===== src/rtl/ucr_seq_ctl.sv =====
// ucr_seq_ctl: command sequencer for a cascade of 4-bit universal up/down
// counter slices. Drives the chain's SEL, D and CIN so that SEL never moves
// while CIN is high and every CIN pulse is preceded and followed by a low cycle.
// Optional feature: define UCR_SEQ_ABORT_EN to add the ABORT input.
module ucr_seq_ctl #(
    parameter int SLICES = 3,
    localparam int W = 4 * SLICES
) (
    input  logic         CLK,
    input  logic         RESET,
    input  logic         CMD_VALID,
    output logic         CMD_READY,
    input  logic [1:0]   CMD_OP,
    input  logic [W-1:0] CMD_DATA,
    output logic [1:0]   CTR_SEL,
    output logic [W-1:0] CTR_D,
    output logic         CTR_CIN,
    input  logic [W-1:0] CTR_Q,
`ifdef UCR_SEQ_ABORT_EN
    input  logic         ABORT,
`endif
    input  logic         CTR_COUT,
    output logic         DONE,
    output logic         HIT_TERM,
    output logic [W-1:0] STEPS
);

    localparam logic [1:0] SEL_LOAD = 2'b00;
    localparam logic [1:0] SEL_DEC  = 2'b01;
    localparam logic [1:0] SEL_INC  = 2'b10;
    localparam logic [1:0] SEL_HOLD = 2'b11;

    localparam logic [1:0] OP_LOAD = 2'b00;
    localparam logic [1:0] OP_INC  = 2'b10;
    localparam logic [1:0] OP_DZ   = 2'b11;

    typedef enum logic [2:0] {
        S_IDLE  = 3'd0,
        S_LOAD  = 3'd1,
        S_SETUP = 3'd2,
        S_PULSE = 3'd3,
        S_CHECK = 3'd4,
        S_FIN   = 3'd5
    } state_t;

    state_t       state_q, state_d;
    logic [1:0]   sel_q, sel_d;
    logic [W-1:0] d_q, d_d;
    logic         cin_q, cin_d;
    logic         done_q, done_d;
    logic         hit_q, hit_d;
    logic [W-1:0] steps_q, steps_d;
    logic [W-1:0] rem_q, rem_d;
    logic         bounded_q, bounded_d;
    logic         abort_hit_s;

    // The chain value is only observed by the host; the sequencer decides on COUT alone.
    logic         q_seen_s;
    assign q_seen_s = ^CTR_Q;

`ifdef UCR_SEQ_ABORT_EN
    logic abort_q, abort_d;
    // Abort request is live now or was seen while a pulse was in its high phase.
    always_comb abort_hit_s = ABORT | abort_q;
`else
    assign abort_hit_s = 1'b0;
`endif

    assign CMD_READY = (state_q == S_IDLE);
    assign CTR_SEL   = sel_q;
    assign CTR_D     = d_q;
    assign CTR_CIN   = cin_q;
    assign DONE      = done_q;
    assign HIT_TERM  = hit_q;
    assign STEPS     = steps_q;

    // Next-state and next-output computation for the sequencer.
    always_comb begin
        state_d   = state_q;
        sel_d     = sel_q;
        d_d       = d_q;
        cin_d     = cin_q;
        done_d    = 1'b0;
        hit_d     = hit_q;
        steps_d   = steps_q;
        rem_d     = rem_q;
        bounded_d = bounded_q;
`ifdef UCR_SEQ_ABORT_EN
        abort_d   = abort_q;
`endif
        case (state_q)
            S_IDLE: begin
                if (CMD_VALID) begin
                    hit_d   = 1'b0;
                    steps_d = {W{1'b0}};
                    cin_d   = 1'b0;
`ifdef UCR_SEQ_ABORT_EN
                    abort_d = 1'b0;
`endif
                    if (CMD_OP == OP_LOAD) begin
                        d_d     = CMD_DATA;
                        sel_d   = SEL_LOAD;
                        state_d = S_LOAD;
                    end else begin
                        sel_d     = (CMD_OP == OP_INC) ? SEL_INC : SEL_DEC;
                        rem_d     = CMD_DATA;
                        bounded_d = (CMD_OP != OP_DZ);
                        state_d   = S_SETUP;
                    end
                end else begin
                    state_d = S_IDLE;
                end
            end
            S_LOAD: begin
                // The chain has taken D on this edge; park it in HOLD.
                sel_d   = SEL_HOLD;
                state_d = S_FIN;
            end
            S_SETUP, S_CHECK: begin
                // CIN is low and SEL has been stable for a full cycle here,
                // so COUT reflects the settled chain value.
                if (abort_hit_s) begin
                    sel_d   = SEL_HOLD;
                    hit_d   = 1'b0;
                    state_d = S_FIN;
                end else if (CTR_COUT) begin
                    sel_d   = SEL_HOLD;
                    hit_d   = 1'b1;
                    state_d = S_FIN;
                end else if (bounded_q && (rem_q == {W{1'b0}})) begin
                    sel_d   = SEL_HOLD;
                    hit_d   = 1'b0;
                    state_d = S_FIN;
                end else begin
                    cin_d   = 1'b1;
                    rem_d   = rem_q - {{(W-1){1'b0}}, 1'b1};
                    steps_d = steps_q + {{(W-1){1'b0}}, 1'b1};
                    state_d = S_PULSE;
                end
            end
            S_PULSE: begin
                // Always complete the low phase before any SEL change.
                cin_d   = 1'b0;
                state_d = S_CHECK;
`ifdef UCR_SEQ_ABORT_EN
                if (ABORT) begin
                    abort_d = 1'b1;
                end else begin
                    abort_d = abort_q;
                end
`endif
            end
            S_FIN: begin
                done_d  = 1'b1;
                state_d = S_IDLE;
            end
            default: begin
                sel_d   = SEL_HOLD;
                cin_d   = 1'b0;
                state_d = S_IDLE;
            end
        endcase
    end

    // Sequencer registers with synchronous reset; reset abandons any command.
    always_ff @(posedge CLK) begin
        if (RESET) begin
            state_q   <= S_IDLE;
            sel_q     <= SEL_HOLD;
            d_q       <= {W{1'b0}};
            cin_q     <= 1'b0;
            done_q    <= 1'b0;
            hit_q     <= 1'b0;
            steps_q   <= {W{1'b0}};
            rem_q     <= {W{1'b0}};
            bounded_q <= 1'b0;
`ifdef UCR_SEQ_ABORT_EN
            abort_q   <= 1'b0;
`endif
        end else begin
            state_q   <= state_d;
            sel_q     <= sel_d;
            d_q       <= d_d;
            cin_q     <= cin_d;
            done_q    <= done_d;
            hit_q     <= hit_d;
            steps_q   <= steps_d;
            rem_q     <= rem_d;
            bounded_q <= bounded_d;
`ifdef UCR_SEQ_ABORT_EN
            abort_q   <= abort_d;
`endif
        end
    end

endmodule


===== config.mk =====
export PLATFORM = sky130hd
export DESIGN_NAME = ucr_seq_ctl
export DESIGN_NICKNAME = d
export VERILOG_FILES = /design/src/rtl/ucr_seq_ctl.sv
export SDC_FILE = /design/constraint.sdc
export NUM_CORES = 1
export LEC_CHECK = 0
export ABC_AREA = 1
export BUFFER_PORTS_ARGS = -buffer_cell sky130_fd_sc_hd__buf_4
export CORE_AREA = 2 2 102 65
export CTS_CLUSTER_SIZE = 25
export DETAILED_ROUTE_END_ITERATION = 10
export DIE_AREA = 0 0 104 67
export PLACE_DENSITY = 0.67
export SLEW_MARGIN = 0
export SYNTH_ARGS = -nofsm -noshare
export SYNTH_HDL_FRONTEND = slang
export SYNTH_SLANG_ARGS = --single-unit

===== constraint.sdc =====
create_clock -name CLK -period 2.6 [get_ports CLK]
set_input_delay 0.26 -clock CLK [delete_from_list [all_inputs] [get_ports CLK]]
set_output_delay 0.26 -clock CLK [all_outputs]
set_load 0.02 [all_outputs]

After elaboration in Yosys (flattened, before gate mapping)
Index checks and enable logic that the tools add are counted.
{"block": "classes", "add_sub_neg": 2, "eq_ne": 12, "n_mux": 28, "bitwise": 3, "n_reduce_logical": 15}
{"cell": "$mux W12", "count": 7}
{"cell": "$pmux W12 S2", "count": 2}
{"cell": "$add A12 B1 Y12 const B", "count": 1}
{"cell": "$logic_not A12 Y1", "count": 1}
{"cell": "$mux W2", "count": 6}
{"cell": "$pmux W3 S4", "count": 1}
{"cell": "$reduce_and A3 Y1", "count": 4}
{"cell": "$sub A12 B1 Y12 const B", "count": 1}
{"cell": "$ne A2 B2 Y1 const B", "count": 5}
{"cell": "$mux W3", "count": 3}
{"cell": "$reduce_and A4 Y1", "count": 2}
{"cell": "$eq A3 B2 Y1 const B", "count": 2}
{"cell": "$eq A3 B3 Y1 const B", "count": 2}
{"cell": "$mux W1", "count": 6}
{"cell": "$pmux W2 S3", "count": 1}
{"cell": "$reduce_or A2 Y1", "count": 3}
{"cell": "$reduce_and A5 Y1", "count": 1}
{"cell": "$eq A3 B1 Y1 const B", "count": 1}
{"cell": "$logic_not A3 Y1", "count": 1}
{"cell": "$ne A3 B3 Y1 const B", "count": 1}
{"cell": "$not A1 Y1", "count": 3}
{"cell": "$pmux W1 S3", "count": 1}
{"cell": "$eq A2 B2 Y1 const B", "count": 1}
{"cell": "$logic_not A2 Y1", "count": 1}
{"cell": "3 further kinds", "count": 3}
{"block": "word_totals", "ff_bits": 45, "inputBits": 30, "out_inout_bits": 30}

Longest topological paths before layout
Gate-level depths: netlist of the first run.
{"block": "logic_depth", "depth_word": 5, "ltp_mapped": 11, "ltp_nobuf": 11}

Worst setup path after synthesis of the first run
Ideal clock, no wire load.
{"block": "synth_timing", "path_kind": "register to register", "start": "register steps_q[0] (netlist: STEPS[0])", "end": "register steps_q[8] (netlist: STEPS[8])", "setup_ns": 0.137, "arrival_ns": 1.426, "required_time_ns": 2.463, "path_slack_ns": 1.037, "path_stages_with_launch": 12, "period_less_slack_ns": 1.563, "path_cell_list": "dfxtp_1 > ha_1 > clkbuf_1 > nand2_1 > inv_1 > nand2_1 > inv_1 > nand3_1 > nand2_1 > nor2_1 > nand2_1 > a21oi_1"}
{"block": "synth_between", "elab_chain_cells": 4}
{"element": "start, declared", "line": "52", "source": "logic [W-1:0] steps_q, steps_d;"}
{"element": "start signal, assigned", "line": "174", "source": "steps_q <= {W{1'b0}};"}
{"element": "start signal, assigned", "line": "187", "source": "steps_q <= steps_d;"}
{"element": "$add A12 B1 Y12", "line": "137", "source": "steps_d = steps_q + {{(W-1){1'b0}}, 1'b1};"}
{"element": "$mux W12", "line": "130", "source": "end else if (bounded_q && (rem_q == {W{1'b0}})) begin"}
{"element": "$mux W12", "line": "126", "source": "end else if (CTR_COUT) begin"}
{"element": "$pmux W12 S2", "line": "91", "source": "case (state_q)"}
No other way between the ends. The select of a mux whose other input is x is not followed.
A chain may end at the register's enable or synchronous reset.

Worst setup path after layout of the first run
{"block": "layout_timing", "start": "register state_q[1]", "end": "register state_q[0]"}
{"block": "layout_between", "elab_chain_cells": 3, "elab_cells_between_ends": 7}
{"element": "start, declared", "line": "46", "source": "state_t state_q, state_d;"}
{"element": "start signal, assigned", "line": "181", "source": "state_q <= state_d;"}
{"element": "$eq A3 B2 Y1 / $eq A3 B3 Y1 (equally long branches)", "line": "91"}
{"element": "$reduce_or A2 Y1", "line": "91"}
{"element": "$pmux W3 S4 *", "line": "91"}
Mark *: on every way between the ends. The rest lies on a longest branch, timed or not.

==> results.py, run 1 <==
metrics = {
    "power_and_ir_drop": {
        "power_density_nw_per_um2": 1010,
        "p_leak_nw": 1.31,
        "p_total_mw": 3.04,
        "ir_drop_v": 0.000401,
    },
    "grt": {
        "grt_pass1_vias": 2202,
        "grtUsageTotal_pct": 19.0,
        "grt_start_max_net_pins": 25,
        "grt_pass1_wl_um": 10500,
        "overflow": 0,
        "antenna_found_initial": 0,
    },
    "run": {
        "drv_cap": 0,
    },
    "cells_and_area": {
        "layout-drive-gt1-share_pct": 19.4,
        "insertedDiodeCount": 0,
        "area_growth_pct": 19.6,
        "layout.nets": 454,
        "fin_cells": 506,
    },
    "synthesis": {
        "synth_edf_count": 0,
        "synth_area_leader_cell": "dfxtp_1",
        "async_reset_ff_share_pct": 0,
        "muxShareOfSynthArea_pct": 0,
        "syn-num-nets": 413,
        "avgSynthCellArea_sq_um": 6.62,
        "synthTopCellsByArea": "dfxtp_1 (36%), nand2_1 (14%), nor2_1 (11%)",
        "yosys.area_share.simple_pct": 40.0,
        "synth_top_family_by_area": "simple AND/OR/NAND/NOR gates",
        "netlist.area_leader.share_pct": 35.8,
        "synthAdderAreaFrac_pct": 1.49,
        "synth_warnings": 0,
        "synthFlopType": "dfxtp_1",
        "synthXorXnorAreaFrac_pct": 2.44,
        "synth_area_sq_um": 2520,
        "ys_types": 30,
        "yosysMostFrequentCell": "nand2_1",
        "seq_area_frac_synth_pct": 35.8,
        "ys_seq_elements": 45,
        "synth_compound_area_share_pct": 11.4,
        "synth_common_cells": "nand2_1 (92), nor2_1 (71), dfxtp_1 (45), inv_1 (31), nand3_1 (29)",
        "syn_inst": 380,
    },
    "clock_tree": {
        "cts_made_buffers": 5,
        "cts_resized": 0,
        "cts_hold_buf": 0,
        "cts_tree": "yes",
        "post_cts_buffers": 0,
        "cts_max_level": 2,
        "clk_path_buf_depth": 2,
        "cts.root.buffer_cell": "clkbuf_8",
        "cts.sinks": 45,
        "clk_pin_slew_ns": 0.09,
        "clock_latency_ns": 0.31,
    },
    "timing": {
        "relSlewSlack_pct": 57.3,
        "fin_crit_sh_pct": 66.8,
        "slew_viol_final": 0,
        "setup_viol": 0,
        "fin_skew_ns": 0.0114,
        "fin_tns_setup_ns": 0,
        "period_minus_slack_ns": 1.74,
        "finalHoldViolCount": 0,
        "fmax_mhz": 576,
        "rsz0062_at_grt": "false",
        "tightestPinTransition_ns": 0.640,
    },
    "min_path": {
        "hp-class": "input pin to register",
        "min_to": "bounded_q",
        "whs_path_depth": 2,
        "min_from": "CMD_OP[1]",
    },
    "floorplan": {
        "die_h_um": 67,
        "die_w_um": 104,
        "start_util_pct": 42.3,
        "dieArea_sq_um": 6970,
        "row_count": 22,
        "core-area_sq_um": 5950,
        "io_pins": 60,
    },
    "worst_setup_path": {
        "worstPathRequired_ns": 2.85,
        "worstPathMaxFanout": 13,
        "crit_chain": "inv_1 -> nand2_2 -> nor2_4 -> nand3_1 -> inv_1 -> a21oi_1 -> a21oi_1",
        "slowest_stage": "inv_1",
        "r2r_cells": 7,
        "rr_endpoint": "state_q[0]",
        "criticalPathCategory": "register to register",
        "end_kind": "register",
        "r2r_setup_slack_ns": 0.86,
        "max_stage_delay_ns": 0.46,
        "timing.critical_path.from_type": "register",
        "timing.rr.start": "state_q[1]",
        "critPathArrivalTime_ns": 1.98,
    },
    "route": {
        "first_pass_iters": 5,
        "drc_errors": 0,
        "wl_per_cell_um": 11.9,
        "ant_nets": 0,
        "via_per_inst": 4.83,
        "via_count": 2444,
        "detail_route.iter0.violations": 152,
        "wl_um": 6040,
    },
    "place": {
        "dp.cells": 498,
        "globalplace.congestion": 0.899,
        "dpl.hpwl_um": 4440,
        "io_buffers": 47,
    },
    "status": {
        "outcome": "completed",
    },
}
-- flip-flops by register name, summed over array words and instances (netlist names) --
name       flops
state_q        3
DONE           1
CTR_SEL        2
bounded_q      1
HIT_TERM       1
STEPS         12
CTR_D         12
rem_q         12
CTR_CIN        1
-- worst max-delay path, delay by kind of cell, from the launching register on --
family,cells,cell delay [ns]
and+or+nand+nor,3,0.60
buffers and inverters,2,0.53
AOI/OAI and AO/OA,2,0.21
DFF,1,0.34
-- cells in the final DEF (no fill, tap or decap) --
master and count:
nor3_1 2, a31oi_1 1, nand3_2 2, nand3_1 29, nand2_4 3, clkinv_4 1, a21oi_2 3, buf_4 48
bufinv_16 1, or2_2 4, ha_1 3, inv_1 31, o21bai_1 1, o21ai_0 28, nor2_2 1, nand2_1 92
a21oi_1 18, clkbuf_8 5, xor2_1 2, nor2_4 4, inv_4 1, nand2_2 3, o2111ai_1 2, nor2_1 71
inv_2 4, nand3_4 2, clkbuf_1 1, dfxtp_1 45, xnor2_1 5, nand4_1 9
-- kinds of logic after synthesis --
kind of cell             count (synthesis)
AND/OR/NAND/NOR                        222
AO/OA/AOI/OAI                           53
buffers and inverters                   50
flip-flops                              45
XOR/XNOR                                 7
adder cells (fa/ha/maj)                  3
-- report_power, final --
group	total, mW	switching, mW	internal (mW)
Sequential	0.966	0.132	0.834
Clock	0.533	0.244	0.289
Combinational	1.54	1.02	0.523
-- worst max-delay path by stage --
| stage | slack [ns] | cells after the start | endpoint | startpoint |
|---|---|---|---|---|
| global placement | 0.89 | 7 | state_q[0] | state_q[2] |
| detailed placement | 0.87 | 7 | state_q[0] | state_q[1] |
| floorplan | 1.04 | 11 | STEPS[8] | STEPS[0] |
| CTS | 0.84 | 7 | state_q[0] | state_q[1] |
| global route | 0.60 | 7 | CTR_D[6] | state_q[2] |
| finish | 0.86 | 7 | state_q[0] | state_q[1] |
-- per-stage QoR --
stage | cell area (sq um) | worst slack (ns) | hold slack, ns | util [%]
5_1_grt | 3010 | 0.595 | 0.165 | 50.6
3_5_place_dp | 2900 | 0.868 | 0.455 | 48.7
6_report | 3010 | 0.863 | 0.170 | 50.6
2_1_floorplan | 2520 | 1.04 | 0.337 | -
3_3_place_gp | 2900 | 0.889 | 0.448 | 48.7
4_1_cts | 3010 | 0.845 | 0.161 | 50.6
-- routing by layer --
layer / track usage, % / up-vias / routed length [um]
met5: 0 / - / 0
li1: - / 1301 / -
met4: 7.09 / 0 / 87
met2: 26.8 / 66 / 2210
met1: 27.6 / 1071 / 3350
met3: 4.40 / 6 / 393
-- final cells by class --
class / instances / area [sq um]
tap: 84 / 105
inverter: 36 / 138
timing repair buffer: 48 / 360
fill: 625 / 2940
clock buffer: 6 / 72.6
sequential: 45 / 901
clock inverter: 2 / 38.8
multi-input combinational: 285 / 1390
Note: power is estimated with default switching activity, not from simulation.
==> run 2, diff against run 1 <==
==> constraint.sdc (replaced) <==
create_clock -name CLK -period 1.75 [get_ports CLK]
set_input_delay 0.175 -clock CLK [delete_from_list [all_inputs] [get_ports CLK]]
set_output_delay 0.175 -clock CLK [all_outputs]
set_load 0.02 [all_outputs]
==> run 2 against run 1 <==
Sequential power grew 47%. Core utilization grew 2.8 points. Combinational power grew 75%. Power grew 62%. Die area is the same. Largest cell class unchanged.
==> results.py, run 2 (synthesized netlist as in run 1, its figures left out) <==
metrics = {
    "run": {
        "drv_cap": 0,
    },
    "status": {
        "outcome": "completed",
    },
    "cells_and_area": {
        "insertedDiodeCount": 0,
        "layout-drive-gt1-share_pct": 23.1,
        "area_growth_pct": 26.3,
        "final_cell_mix": "nand2_1 (92), nor2_1 (70), buf_4 (67)",
        "layout.nets": 473,
        "fillers": 620,
        "stdcell_area_sq_um": 3180,
        "final_common_cell": "nand2_1",
    },
    "timing": {
        "relSlewSlack_pct": 72.8,
        "slew_viol_final": 0,
        "fin_skew_ns": 0.00731,
        "fin_crit_sh_pct": 90.5,
        "fmax_mhz": 632,
        "rsz0062_at_grt": "false",
        "period_minus_slack_ns": 1.58,
        "tightestPinTransition_ns": 0.408,
        "setup_viol": 0,
        "finalHoldViolCount": 0,
        "fin_tns_setup_ns": 0,
    },
    "floorplan": {
        "die_h_um": 67,
        "start_util_pct": 42.3,
        "die_w_um": 104,
        "io_pins": 60,
        "dieArea_sq_um": 6970,
        "core-area_sq_um": 5950,
        "row_count": 22,
    },
    "route": {
        "first_pass_iters": 5,
        "wl_um": 6630,
        "detail_route.iter0.violations": 143,
        "ant_nets": 0,
        "drc_errors": 0,
        "via_count": 2565,
        "wl_per_cell_um": 12.6,
        "via_per_inst": 4.89,
    },
    "worst_setup_path": {
        "startpoint": "rem_q[0]",
        "worstPathRequired_ns": 1.93,
        "rr_endpoint": "rem_q[8]",
        "end_kind": "register",
        "critPathArrivalTime_ns": 1.77,
        "crit_chain": "inv_1 -> ha_1 -> nand3_2 -> nor2_4 -> nand2_4 -> nand2_4 -> nand2_8 -> inv_8 -> nand2_1 -> nand2_1 -> nor2_1",
        "r2r_cells": 11,
        "max_stage_delay_ns": 0.34,
        "r2r_setup_slack_ns": 0.17,
        "timing.critical_path.from_type": "register",
        "slowest_stage": "dfxtp_1",
        "timing.rr.start": "rem_q[0]",
        "worstPathMaxFanout": 14,
        "criticalPathCategory": "register to register",
    },
    "power_and_ir_drop": {
        "p_comb_share_pct": 54.8,
        "power.switching_mw": 2.24,
        "power_frac_clock_pct": 16.4,
        "power_density_nw_per_um2": 1550,
        "ir_drop_v": 0.000539,
        "internal_power_mw": 2.68,
        "power.share.switching_pct": 45.5,
        "p_leak_nw": 1.41,
        "p_seq_share_pct": 28.8,
    },
    "grt": {
        "overflow": 0,
        "grtUsageTotal_pct": 19.9,
        "grt_pass1_wl_um": 11000,
        "grt_pass1_vias": 2288,
        "antenna_found_initial": 0,
        "grt_start_max_net_pins": 23,
    },
    "clock_tree": {
        "cts_max_level": 2,
        "cts.root.buffer_cell": "clkbuf_8",
        "clk_pin_slew_ns": 0.09,
        "cts_tree": "yes",
        "cts.sinks": 45,
        "cts_made_buffers": 5,
        "clk_path_buf_depth": 2,
        "clock_latency_ns": 0.30,
    },
    "min_path": {
        "whs_path_depth": 2,
        "hp-class": "input pin to register",
        "min_from": "CMD_OP[1]",
        "min_to": "bounded_q",
    },
    "place": {
        "dpl.hpwl_um": 4970,
        "globalplace.congestion": 0.877,
        "place_area_sq_um": 3040,
        "io_buffers": 47,
    },
}
run 2: cell count changes in the layout (fill, tap and decap cells not counted), sizes merged:
cell and delta:
buf +19
run 2: timing repair:
| action | 4_1_cts | 5_1_grt |
|---|---|---|
| setup buffers | 0 | 0 |
| gates resized for setup | 0 | 6 |
| endpoints found under the setup margin | 0 | 8 |
| hold buffers | 0 | 0 |
run 2: metrics by stage:
stage	hold slack, ns	total power, mW	util, %	std cells	worst slack [ns]
2_1_floorplan	0.252	3.27	-	380	0.187
3_3_place_gp	0.389	3.97	51.1	517	0.169
3_5_place_dp	0.391	4.03	51.1	517	0.136
4_1_cts	0.0704	4.85	53.0	525	0.106
5_1_grt	0.0852	5.32	53.5	525	0.0243
6_report	0.0801	4.92	53.5	525	0.167
run 2: final cells by class:
| class | instances | area (sq um) | share of cell area (%) |
|---|---|---|---|
| multi-input combinational | 285 | 1410 | 44.4 |
| sequential | 45 | 901 | 28.3 |
| clock inverter | 2 | 38.8 | 1.22 |
| tap | 84 | 105 | 3.31 |
| inverter | 36 | 145 | 4.57 |
| timing repair buffer | 67 | 503 | 15.8 |
| clock buffer | 6 | 72.6 | 2.28 |
run 2: per-layer routing:
metal  share of wire [%]  GRT usage (%)  wire (um)  vias to the layer above
li1                    -              -          -                     1336
met1                  55           29.4       3620                     1152
met2                  39           29.6       2600                       73
met3                 5.7           4.01        375                        4
met4                0.42           4.05         28                        0
met5                   0              0          0                        -
run 2: worst max-delay path, delay by kind of cell (launching register included):
| kind | cells | cell delay [ns] |
|---|---|---|
| buffers and inverters | 2 | 0.23 |
| adders and majority gates | 1 | 0.17 |
| DFF | 1 | 0.34 |
| and+or+nand+nor | 8 | 0.73 |
run 2: how the worst max path moves through the flow:
| stage | end | slack [ns] |
|---|---|---|
| after global routing | rem_q[8] | 0.02 |
| after floorplan | STEPS[8] | 0.19 |
| after CTS | rem_q[6] | 0.11 |
| final | rem_q[8] | 0.17 |
| after detailed placement | rem_q[8] | 0.14 |
| after global placement | rem_q[6] | 0.17 |
run 2: power groups by stage:
stage / Clock, mW / Combinational, mW / Sequential [mW]
floorplan: 0 / 1.77 / 1.50
global placement: 0 / 2.55 / 1.42
detailed placement: 0 / 2.60 / 1.43
CTS: 0.824 / 2.61 / 1.41
global route: 0.867 / 3.00 / 1.45
finish: 0.807 / 2.70 / 1.42
==> run 3, diff against run 2 <==
--- a/config.mk
+++ b/config.mk
@@ -8,10 +8,12 @@
 export ABC_AREA = 1
 export BUFFER_PORTS_ARGS = -buffer_cell sky130_fd_sc_hd__buf_4
 export CORE_AREA = 2 2 102 65
+export CTS_BUF_LIST = sky130_fd_sc_hd__clkbuf_8
 export CTS_CLUSTER_SIZE = 25
 export DETAILED_ROUTE_END_ITERATION = 10
 export DIE_AREA = 0 0 104 67
-export PLACE_DENSITY = 0.67
+export PLACE_DENSITY = 0.76
+export SKIP_CTS_REPAIR_TIMING = 1
 export SLEW_MARGIN = 0
 export SYNTH_ARGS = -nofsm -noshare
 export SYNTH_HDL_FRONTEND = slang
==> run 3 against run 2 <==
Critical endpoint is now rem_q[6]. Core utilization is 1.2 points lower. Via count rose by 0.47%. Sequential cell count did not move. Power fell by 4.8%. Largest power group unchanged. Clock power decreased by 17%. Critical path type unchanged. Clock-buffer cell count is 1 lower.
==> results.py, run 3 (synthesized netlist as in run 1, its figures left out) <==
metrics = {
    "status": {
        "outcome": "completed",
    },
    "worst_setup_path": {
        "critPathArrivalTime_ns": 1.81,
        "criticalPathCategory": "register to register",
        "cpMostUsedCell": "nand2_4",
        "crit_chain": "nor2_1 -> nand3_2 -> nor2_4 -> nand2_4 -> nand2_4 -> nand2_4 -> inv_8 -> nand2_1 -> nand2_1 -> nor2_1",
        "crit_cells": 10,
        "max_stage_delay_ns": 0.34,
        "r2r_setup_slack_ns": 0.13,
        "path_buf_inv": 1,
        "critPathTopFamily": "simple AND/OR/NAND/NOR gates",
        "worstPathRequired_ns": 1.94,
        "worstPathMaxFanout": 14,
        "timing.critical_path.from_type": "register",
        "r2r_cells": 10,
        "end_kind": "register",
        "slowest_stage": "dfxtp_1",
    },
    "place": {
        "dp.cells": 511,
        "dp_slack_ns": 0.132,
        "globalplace.congestion": 0.868,
        "io_buffers": 47,
        "place_area_sq_um": 3010,
        "dpl.hpwl_um": 4640,
    },
    "cells_and_area": {
        "layout.nets": 467,
        "final_cell_mix": "nand2_1 (92), nor2_1 (71), buf_4 (60)",
        "insertedDiodeCount": 0,
        "fillers": 602,
        "final_common_cell": "nand2_1",
        "fin_cells": 519,
        "stdcell_area_sq_um": 3110,
        "area_growth_pct": 23.4,
        "final_util_pct": 52.2,
        "layout-drive-gt1-share_pct": 22.1,
    },
    "timing": {
        "fmax_mhz": 618,
        "setup_viol": 0,
        "period_minus_slack_ns": 1.62,
        "rsz0062_at_grt": "false",
        "finalHoldViolCount": 0,
        "tightestPinTransition_ns": 0.458,
        "relSlewSlack_pct": 69.4,
        "fin_crit_sh_pct": 92.5,
        "fin_skew_ns": 0.00681,
        "slew_viol_final": 0,
        "holdWs_ns": 0.0751,
        "timing.final.ws_setup_ns": 0.132,
        "fin_tns_setup_ns": 0,
    },
    "clock_tree": {
        "cts_tree": "yes",
        "cts.root.buffer_cell": "clkbuf_8",
        "cts_max_level": 2,
        "cts_made_buffers": 5,
        "clk_pin_slew_ns": 0.09,
        "cts.sinks": 45,
        "clock_latency_ns": 0.30,
        "clk_path_buf_depth": 2,
    },
    "route": {
        "drc_errors": 0,
        "dr_wl_met3_um": 386,
        "wl_per_cell_um": 12.1,
        "ant_nets": 0,
        "first_pass_iters": 5,
        "via_per_inst": 4.97,
        "wl_met1_um": 3290,
        "top_layer": "met4",
        "detail_route.iter0.violations": 178,
        "via_count": 2577,
        "route.met2.wl_um": 2560,
        "wl_um": 6270,
    },
    "power_and_ir_drop": {
        "power_density_nw_per_um2": 1510,
        "ir_drop_v": 0.000621,
        "power.switching_mw": 2.17,
        "p_total_mw": 4.69,
        "p_comb_share_pct": 55.9,
        "p_leak_nw": 1.37,
        "power.share.switching_pct": 46.3,
        "p_seq_share_pct": 29.9,
        "power_frac_clock_pct": 14.3,
        "internal_power_mw": 2.51,
    },
    "grt": {
        "grtUsageTotal_pct": 19.5,
        "overflow": 0,
        "grt_pass1_wl_um": 10900,
        "antenna_found_initial": 0,
        "grt_pass1_vias": 2307,
        "grt_start_max_net_pins": 23,
    },
    "floorplan": {
        "die_w_um": 104,
        "die_h_um": 67,
        "core-area_sq_um": 5950,
        "start_util_pct": 42.3,
        "row_count": 22,
        "dieArea_sq_um": 6970,
        "io_pins": 60,
    },
    "run": {
        "drv_cap": 0,
    },
    "min_path": {
        "whs_path_depth": 2,
        "hp-class": "input pin to register",
    },
}
## run 3: per-layer routing
layer	up-vias	global-route usage (%)
li1	1325	-
met1	1175	28.0
met2	72	29.8
met3	5	4.11
met4	0	4.90
met5	-	0
## run 3: worst paths after layout
path,to,start
setup / recovery,rem_q[6],rem_q[9]
hold / removal,bounded_q,CMD_OP[1]
setup reg to reg,rem_q[6],rem_q[9]
hold reg to reg,CTR_SEL[1],CTR_SEL[1]
## run 3: worst register-to-register path, stage by stage, from the launching register on
cell and delay [ns]:
dfxtp_1 0.34, nor2_1 0.25, nand3_2 0.13, nor2_4 0.16, nand2_4 0.07, nand2_4 0.11, nand2_4 0.15, inv_8 0.14
nand2_1 0.06, nand2_1 0.07, nor2_1 0.04
## run 3: power groups by stage
| stage | sequential [mW] | clock, mW | combinational [mW] |
|---|---|---|---|
| floorplan | 1.50 | 0 | 1.77 |
| global placement | 1.42 | 0 | 2.51 |
| detailed placement | 1.42 | 0 | 2.56 |
| CTS | 1.40 | 0.690 | 2.57 |
| global route | 1.42 | 0.732 | 2.94 |
| finish | 1.40 | 0.669 | 2.62 |
## run 3: layout make-up
cell class                      instances  area [sq um]  share of cell area, %
Tap cell                               84           105                   3.38
Clock inverter                          3          21.3                  0.685
Clock buffer                            5          68.8                   2.22
Inverter                               36           145                   4.67
Timing Repair Buffer                   61           470                   15.1
Sequential cell                        45           901                   29.0
Multi-Input combinational cell        285          1390                   44.9
